$ cat src/rtl/pwm_multi.sv
// pwm_multi: CHANNELS PWM outputs sharing one WIDTH-bit period counter with double-buffered
// thresholds and reload. Define PWM_CENTER_EN to build the center-aligned (up/down) counter mode.
module pwm_multi #(
    parameter int WIDTH    = 8,
    parameter int CHANNELS = 4
) (
    input  logic                      clk,
    input  logic                      res_ni,
    input  logic                      enable_i,
    input  logic                      load_i,
    input  logic [CHANNELS*WIDTH-1:0] set_thres_i,
    input  logic [CHANNELS*WIDTH-1:0] clr_thres_i,
    input  logic [WIDTH-1:0]          reload_i,
    input  logic                      mode_i,
    output logic                      load_pending_o,
    output logic                      period_o,
    output logic [WIDTH-1:0]          cnt_o,
    output logic [CHANNELS-1:0]       pwm_o
);
    localparam logic [WIDTH-1:0] CNT_ZERO = {WIDTH{1'b0}};
    localparam logic [WIDTH-1:0] CNT_ONE  = {{(WIDTH-1){1'b0}}, 1'b1};

    // A threshold above the active reload can never be reached, so it never matches.
    function automatic logic thr_hit(input logic [WIDTH-1:0] cnt,
                                     input logic [WIDTH-1:0] thr,
                                     input logic [WIDTH-1:0] reload);
        return (cnt == thr) && (thr <= reload);
    endfunction

    logic [CHANNELS*WIDTH-1:0] stg_set_q, stg_set_d;
    logic [CHANNELS*WIDTH-1:0] stg_clr_q, stg_clr_d;
    logic [CHANNELS*WIDTH-1:0] act_set_q, act_set_d;
    logic [CHANNELS*WIDTH-1:0] act_clr_q, act_clr_d;
    logic [WIDTH-1:0]          stg_reload_q, stg_reload_d;
    logic [WIDTH-1:0]          act_reload_q, act_reload_d;
    logic [WIDTH-1:0]          cnt_q, cnt_d;
    logic                      pending_q, pending_d;
    logic                      period_q, period_d;
    logic [CHANNELS-1:0]       pwm_q, pwm_d;
    logic                      boundary_s;
    logic                      commit_s;
    logic [WIDTH-1:0]          set_k_s;
    logic [WIDTH-1:0]          clr_k_s;
    logic                      edge_v_s;

`ifdef PWM_CENTER_EN
    typedef enum logic {DIR_UP = 1'b0, DIR_DOWN = 1'b1} dir_e;

    logic stg_mode_q, stg_mode_d;
    logic act_mode_q, act_mode_d;
    dir_e dir_q, dir_d;
    logic center_v_s;
`else
    logic unused_mode_s;
    assign unused_mode_s = mode_i;
`endif

    // Period boundary detection and commit qualification
    always_comb begin
        boundary_s = 1'b0;
`ifdef PWM_CENTER_EN
        if (!enable_i) begin
            boundary_s = 1'b0;
        end else if (act_mode_q) begin
            boundary_s = ((cnt_q == CNT_ZERO) && (dir_q == DIR_DOWN)) || (act_reload_q == CNT_ZERO);
        end else begin
            boundary_s = (cnt_q == act_reload_q);
        end
`else
        if (enable_i) begin
            boundary_s = (cnt_q == act_reload_q);
        end else begin
            boundary_s = 1'b0;
        end
`endif
        commit_s = boundary_s && pending_q;
    end

    // Staging capture and pending flag
    always_comb begin
        stg_set_d    = stg_set_q;
        stg_clr_d    = stg_clr_q;
        stg_reload_d = stg_reload_q;
        pending_d    = pending_q;
`ifdef PWM_CENTER_EN
        stg_mode_d   = stg_mode_q;
`endif
        if (load_i) begin
            stg_set_d    = set_thres_i;
            stg_clr_d    = clr_thres_i;
            stg_reload_d = reload_i;
            pending_d    = 1'b1;
`ifdef PWM_CENTER_EN
            stg_mode_d   = mode_i;
`endif
        end else if (commit_s) begin
            pending_d = 1'b0;
        end else begin
            pending_d = pending_q;
        end
    end

    // Active register update; commit always copies the pre-load staging contents
    always_comb begin
        act_set_d    = act_set_q;
        act_clr_d    = act_clr_q;
        act_reload_d = act_reload_q;
`ifdef PWM_CENTER_EN
        act_mode_d   = act_mode_q;
`endif
        if (commit_s) begin
            act_set_d    = stg_set_q;
            act_clr_d    = stg_clr_q;
            act_reload_d = stg_reload_q;
`ifdef PWM_CENTER_EN
            act_mode_d   = stg_mode_q;
`endif
        end else begin
            act_set_d    = act_set_q;
            act_clr_d    = act_clr_q;
            act_reload_d = act_reload_q;
        end
    end

    // Period counter next state
    always_comb begin
        cnt_d = cnt_q;
`ifdef PWM_CENTER_EN
        dir_d = dir_q;
        if (!enable_i) begin
            cnt_d = cnt_q;
            dir_d = dir_q;
        end else if (boundary_s) begin
            // A running center period restarts at 1 (0 was the boundary); a mode change starts at 0.
            dir_d = DIR_UP;
            if (act_mode_d && (act_mode_d == act_mode_q) && (act_reload_d != CNT_ZERO)) begin
                cnt_d = CNT_ONE;
            end else begin
                cnt_d = CNT_ZERO;
            end
        end else if (!act_mode_q) begin
            cnt_d = cnt_q + CNT_ONE;
            dir_d = DIR_UP;
        end else if (dir_q == DIR_UP) begin
            if (cnt_q == act_reload_q) begin
                cnt_d = cnt_q - CNT_ONE;
                dir_d = DIR_DOWN;
            end else begin
                cnt_d = cnt_q + CNT_ONE;
                dir_d = DIR_UP;
            end
        end else begin
            cnt_d = cnt_q - CNT_ONE;
            dir_d = DIR_DOWN;
        end
`else
        if (!enable_i) begin
            cnt_d = cnt_q;
        end else if (boundary_s) begin
            cnt_d = CNT_ZERO;
        end else begin
            cnt_d = cnt_q + CNT_ONE;
        end
`endif
    end

    // Per-channel compare and period pulse
    always_comb begin
        pwm_d      = pwm_q;
        period_d   = 1'b0;
        set_k_s    = CNT_ZERO;
        clr_k_s    = CNT_ZERO;
        edge_v_s   = 1'b0;
`ifdef PWM_CENTER_EN
        center_v_s = 1'b0;
`endif
        if (enable_i) begin
            period_d = boundary_s;
            for (int k = 0; k < CHANNELS; k++) begin
                set_k_s = act_set_q[k*WIDTH +: WIDTH];
                clr_k_s = act_clr_q[k*WIDTH +: WIDTH];
                if (thr_hit(cnt_q, clr_k_s, act_reload_q)) begin
                    edge_v_s = 1'b0;
                end else if (thr_hit(cnt_q, set_k_s, act_reload_q)) begin
                    edge_v_s = 1'b1;
                end else begin
                    edge_v_s = pwm_q[k];
                end
`ifdef PWM_CENTER_EN
                if (dir_q == DIR_UP) begin
                    center_v_s = thr_hit(cnt_q, set_k_s, act_reload_q) ? 1'b1 : pwm_q[k];
                end else begin
                    center_v_s = thr_hit(cnt_q, clr_k_s, act_reload_q) ? 1'b0 : pwm_q[k];
                end
                pwm_d[k] = act_mode_q ? center_v_s : edge_v_s;
`else
                pwm_d[k] = edge_v_s;
`endif
            end
        end else begin
            pwm_d    = pwm_q;
            period_d = 1'b0;
        end
    end

    // State registers with synchronous active-low reset
    always_ff @(posedge clk) begin
        if (!res_ni) begin
            stg_set_q    <= {(CHANNELS*WIDTH){1'b0}};
            stg_clr_q    <= {(CHANNELS*WIDTH){1'b0}};
            act_set_q    <= {(CHANNELS*WIDTH){1'b0}};
            act_clr_q    <= {(CHANNELS*WIDTH){1'b0}};
            stg_reload_q <= CNT_ZERO;
            act_reload_q <= CNT_ZERO;
            cnt_q        <= CNT_ZERO;
            pending_q    <= 1'b0;
            period_q     <= 1'b0;
            pwm_q        <= {CHANNELS{1'b0}};
`ifdef PWM_CENTER_EN
            stg_mode_q   <= 1'b0;
            act_mode_q   <= 1'b0;
            dir_q        <= DIR_UP;
`endif
        end else begin
            stg_set_q    <= stg_set_d;
            stg_clr_q    <= stg_clr_d;
            act_set_q    <= act_set_d;
            act_clr_q    <= act_clr_d;
            stg_reload_q <= stg_reload_d;
            act_reload_q <= act_reload_d;
            cnt_q        <= cnt_d;
            pending_q    <= pending_d;
            period_q     <= period_d;
            pwm_q        <= pwm_d;
`ifdef PWM_CENTER_EN
            stg_mode_q   <= stg_mode_d;
            act_mode_q   <= act_mode_d;
            dir_q        <= dir_d;
`endif
        end
    end

    assign load_pending_o = pending_q;
    assign period_o       = period_q;
    assign cnt_o          = cnt_q;
    assign pwm_o          = pwm_q;

endmodule

$ cat config.mk
export PLATFORM = sky130hd
export DESIGN_NAME = pwm_multi
export DESIGN_NICKNAME = d
export VERILOG_FILES = /design/src/rtl/pwm_multi.sv
export SDC_FILE = /design/constraint.sdc
export NUM_CORES = 1
export LEC_CHECK = 0
export ABC_AREA = 1
export BUFFER_PORTS_ARGS = -buffer_cell sky130_fd_sc_hd__buf_4
export CORE_MARGIN = 3
export CORE_UTILIZATION = 48
export DETAILED_ROUTE_END_ITERATION = 7
export PLACE_DENSITY_LB_ADDON = 0.2
export RECOVER_POWER = 25
export SLEW_MARGIN = 20
export SYNTH_ARGS = -nofsm -noshare
export SYNTH_HDL_FRONTEND = slang
export SYNTH_SLANG_ARGS = --single-unit
$ cat constraint.sdc
create_clock -name clk -period 3.8 [get_ports clk]
set_input_delay 0 -clock clk [delete_from_list [all_inputs] [get_ports clk]]
set_output_delay 0 -clock clk [all_outputs]
set_load 0.01 [all_outputs]
; Word level (Yosys, flattened, before mapping)
; Cells that the tools add are included.
[op_classes]
n_addsub = 1
n_mul = 0
div_mod_pow = 0
n_lt_le_gt_ge = 8
n_eq_ne = 9
shifts = 0
muxes = 12
n_bitwise = 0
reduce_logical = 19
[op_table]
columns = cell, n
row1 = $eq 8x8->1, 9
row2 = $le 8x8->1, 8
row3 = $mux 1, 11
row4 = $reduce_and 2->1, 5
row5 = $reduce_bool 2->1, 5
row6 = $logic_and 1x1->1, 9
row7 = $add 8x1->8 const B, 1
row8 = $mux 8, 1
[totals]
register_bits = 158
latchBits = 0
ramBits = 0
romBits = 0
input_bits = 77
out_inout_bits = 14
mem_count = 0

; Longest topological paths before layout
[depth]
ltp_word = 5
ltp_mapped = 13
mapped_depth_nobuf = 13

; Least setup slack after synthesis
; OpenSTA, ideal clock, no wires.
[synth_timing]
kind = reg-to-reg
startpoint = register cnt_q[0] (netlist: cnt_o[0])
endpoint = register act_clr_q[10]
setup_time_ns = 0.110
arrival_ns = 1.508
required_ns = 3.690
slack_ns = 2.182
stages_incl_launch_ff = 13
path_buffers = 3
path_cell_list = dfxtp_1 buf_4 inv_2 nand2_1 nand2_1 nor2_1 nand2_1 nor2_2 buf_2 buf_2 nand4_1 nand2_1 nor2_1
[synth_via]
elab_chain_cells = 3
[synth_lines]
columns = element, line
row1 = from (decl), 36  ; logic [WIDTH-1:0] cnt_q, cnt_d;
row2 = from (signal assigned), 231  ; cnt_q <= cnt_d;
row3 = $eq 8x8->1, 71  ; boundary_s = (cnt_q == act_reload_q);
row4 = $mux 1, 70  ; if (enable_i) begin
row5 = $logic_and 1x1->1, 76  ; commit_s = boundary_s && pending_q;
row6 = to (signal assigned), 212  ; act_clr_q <= {(CHANNELS*WIDTH){1'b0}};
row7 = to (signal assigned), 228  ; act_clr_q <= act_clr_d;
row8 = to (decl), 33  ; logic [CHANNELS*WIDTH-1:0] act_clr_q, act_clr_d;
; Every way passes these cells.
; A chain may end at the register's enable or synchronous reset.

; Final worst setup path
[layout_timing]
startpoint = register cnt_q[4] (netlist: cnt_o[4])
endpoint = register cnt_q[2] (netlist: cnt_o[2])
[layout_via]
elab_chain_cells = 3
[layout_lines]
columns = element, line
row1 = $eq 8x8->1, 71
row2 = $mux 1, 70
row3 = $mux 8, 159  ; end else if (boundary_s) begin
; Every way passes these cells.

==> impl_results.md <==
* IO Port Bufs at 89
* CP endpoint: cnt_o[2]$_SDFFE_PN0P_
* Status: complete, but fails checks
* WS Path Type: flop to flop
* Buffer depth of the longest clock path at 2
* Synth Area in Compound Gates at around 11%
* Root buffer cell: clkbuf_16
* Synthesis-stage register bit count at 158
* Combinational power share at 30.4%
* Iter 0 DRT Violations at 639
* Worst min-delay path class: input port to flop
* Count of different cell masters after synthesis at 22
* Crit path DAT at 3.01 ns
* CP Capture Type: flop
* Footprint of the multi-input gates at approximately 0.0046 sq mm
* Layout Nets at 1641
* First-pass GRT wire length at 40.0 mm
* Starting Density at 49.3%
* GP Congestion at roughly 0.89
* Pwr Density at roughly 490 mW/mm^2
* Total of max-cap violations at 1
* DRC Markers at 0
* Clock transition at path regs at 0.06 ns
* Hold slack at roughly 0.15 ns
* Vias at 8656
* # diodes at 0
* CTS sink count at 158
* CP Data Required Time at 4.13 ns
* Largest net degree at the start of global routing at 146
* CORE AREA at 0.0181 sq mm
* Setup TNS at 0 ns
* HPWL Detailed at 15.1 mm
* Final worst-path cycle share at a little over two thirds
* Max layer used: met4
* Clock H-tree levels at 4
* WL/cell at 13.9 um
* Post-Synth XOR/XNOR Area at under 10%
* Die area at between 0.02 and 0.025 sq mm
* Slew @ Worst Pin at 2.27 ns
* Met3 WL post-DR at 1.29 mm
* Fin crit period at 2.68 ns
* Vias in the first global route at 8228
* Largest family of logic cells by synthesized area: simple AND/OR/NAND/NOR gates
* Worst reg2reg path depth at 7
* Worst path most repeated cell: nand2_1
* Sw frac at 33.1%
* Post-synthesis simple-gate area fraction at 28.1%
* Crit-path cells: inv_1 -> nand2_1 -> a21oi_4 -> buf_4 -> nand2_1 -> nand2_1 -> nor3_1
* Total GRT Usage at 24.3%
* # fillers at 1745
* Async S/R FF share, synth at 0%
* Top post-synthesis cells by count: nand2_1, inv_1, dfxtp_1, nor2_1, a21oi_1
* Io pins at 91
* R2R setup slack at 1.12 ns
* Syn Inst Count at approximately 1400
* Die width at 143 um
* Peak Freq at 373 MHz
* Height of the die at approximately 140 um
* Final setup violation count at 0
* End of the worst register-to-register path: cnt_o[2]$_SDFFE_PN0P_
* CP max-delay cell: dfxtp_1
* Total grt overflow at 0
* Area of the mapped netlist at approximately 0.0089 sq mm
* Slew HR at -51.3%
* Post-synthesis mux area share at 0%
* Post-synth top area cell: dfxtp_1
* Sequential share of the synthesized area at 35.3%
* WL met1 at 11.0 mm
* Reg power frac at 36.0%
* Most common cell in the netlist: nand2_1
* Worst r2r src: cnt_o[4]$_SDFFE_PN0P_
* Skew final at ~0.0075 ns
* Number of routed nets with antenna violations at 0
* CTS tree: yes
* EDFF count, synth at 0
* Drt first pass iters at 5
* Worst-Skew Late Latency at approximately 0.43 ns
* Crit path from: cnt_o[4]$_SDFFE_PN0P_
* Mean post-synth cell area at approximately 6.5 sq um
* Top post-synthesis cells by area: dfxtp_1, nand2_1, inv_1
* RSZ-0062 raised after global routing: no
* Worst setup SP type: flop
* Final Hold Viols at 0
* Met2 wire length at between 10 and 15 mm
* Slowest cell delay on critical path at 0.86 ns
* Int Pwr at about 3600 uW
* Area grow syn2layout at 24.2%
* Post-Synth Adder-Cell Area at a little over 9%
* Sequential cell area at ~0.0032 sq mm
* Layout cells sized above 1 at 9.33%
* Max VDD drop at around 340 uV
* Rows at 49
* Clk pwr share at roughly 34%
* Warning count from the yosys run at 0
* WL final at 24.2 mm
* Pleak at 0.00545 uW
* Syn Nets at between 1500 and 2000
* Initial antenna violation count at 0
* Top FF cell, synth: dfxtp_1
* Vias per cell at 4.97
* Top cell type's share of synthesized area at 35.3%
* Clock buffer count from CTS at 17
* NetSw at roughly 1800 uW
* Failing checks: max-capacitance violations, max-slew violations
* Pins Over Slew Limit at 130
* Critical Path Fanout Max at 73
[critical path: cells and delay by family, from the launching register on]
| kind | cells | cell delay [ns] |
|---|---|---|
| DFF | 1 | 0.86 |
| buffers and inverters | 2 | 0.68 |
| AOI/OAI and AO/OA | 1 | 0.08 |
| and+or+nand+nor | 4 | 0.96 |
[flip-flops by register name (all words and copies together) (netlist names)]
name            cells
stg_reload_q        8
cnt_o               8
stg_set_q          32
period_o            1
pwm_o               4
stg_clr_q          32
act_clr_q          32
act_set_q          32
load_pending_o      1
act_reload_q        8
[metal layers]
layer  vias up  track usage (%)
met5         -                0
met4         0             6.95
met3        39             5.11
met2       232             41.3
met1      3845             31.2
li1       4540                -
[layout make-up]
class,count,area share (%)
clock buffer,22,4.18
clock inverter,10,1.45
inverter,255,8.62
multi-input combinational,891,41.0
sequential,158,28.5
tap,229,2.58
timing repair buffer,176,13.7
[what timing repair did]
item | 4_1_cts | 5_1_grt
endpoints found under the hold margin | 75 | 0
resized for setup | 0 | 0
hold buffers | 73 | 0
buffers inserted | 0 | 0
[metrics by stage]
step | power [uW] | cells | setup slack, ns | utilization [%] | area [sq um]
6_report | 5410 | 1741 | 1.12 | 61.3 | 11100
5_1_grt | 5790 | 1741 | 0.936 | 61.3 | 11100
4_1_cts | 5430 | 1741 | 1.22 | 61.3 | 11100
3_5_place_dp | 3540 | 1636 | 1.24 | 53.8 | 9760
3_3_place_gp | 3510 | 1636 | 1.26 | 53.8 | 9760
2_1_floorplan | 3130 | 1375 | 2.18 | - | 8950
[cell families (layout without fill, tap and decap cells)]
| family | count (synthesis) | count (layout) |
|---|---|---|
| compound gates | 200 | 200 |
| xor+xnor | 22 | 22 |
| fa+ha+maj | 65 | 65 |
| buf+inv | 326 | 463 |
| flops | 158 | 158 |
| simple gates | 604 | 604 |
[worst min path at each step]
stage	start	endpoint	slack [ns]	cells past startpoint
2_1_floorplan	set_thres_i[7]	stg_set_q[7]$_SDFFE_PN0P_	0.19	2
3_3_place_gp	set_thres_i[29]	stg_set_q[29]$_SDFFE_PN0P_	0.28	3
3_5_place_dp	reload_i[7]	stg_reload_q[7]$_SDFFE_PN0P_	0.29	3
4_1_cts	load_i	stg_set_q[26]$_SDFFE_PN0P_	0.17	4
5_1_grt	load_i	stg_set_q[17]$_SDFFE_PN0P_	0.20	4
6_report	load_i	stg_set_q[25]$_SDFFE_PN0P_	0.15	4
[placed cells by master, fill, tap and decap left out]
cell type	instances
dfxtp_2	1
o21a_1	4
inv_1	250
ha_1	65
o21ai_0	86
clkbuf_8	2
nor2_1	143
clkinvlp_4	3
buf_4	100
clkbuf_1	3
xnor2_1	17
dfxtp_1	157
xor2_1	5
clkinv_2	3
inv_2	4
nor2_4	1
a21oi_4	1
bufinv_16	4
nand2_1	355
clkbuf_16	17
nor3_1	4
a21oi_1	105
nand3_1	15
dlygate4sd3_1	73
clkinv_4	1
clkbuf_2	1
a21o_1	4
nand4_1	84
nand3_2	1
buf_12	2
nand3b_1	1
[power groups by stage]
stage / logic [uW] / clock network [uW] / registers [uW]
finish: 1650 / 1820 / 1950
global route: 1920 / 1910 / 1970
CTS: 1630 / 1850 / 1950
global placement: 1530 / 0 / 1980
floorplan: 1180 / 0 / 1950
detailed placement: 1560 / 0 / 1980
Note: power is estimated with default switching activity, not from simulation.
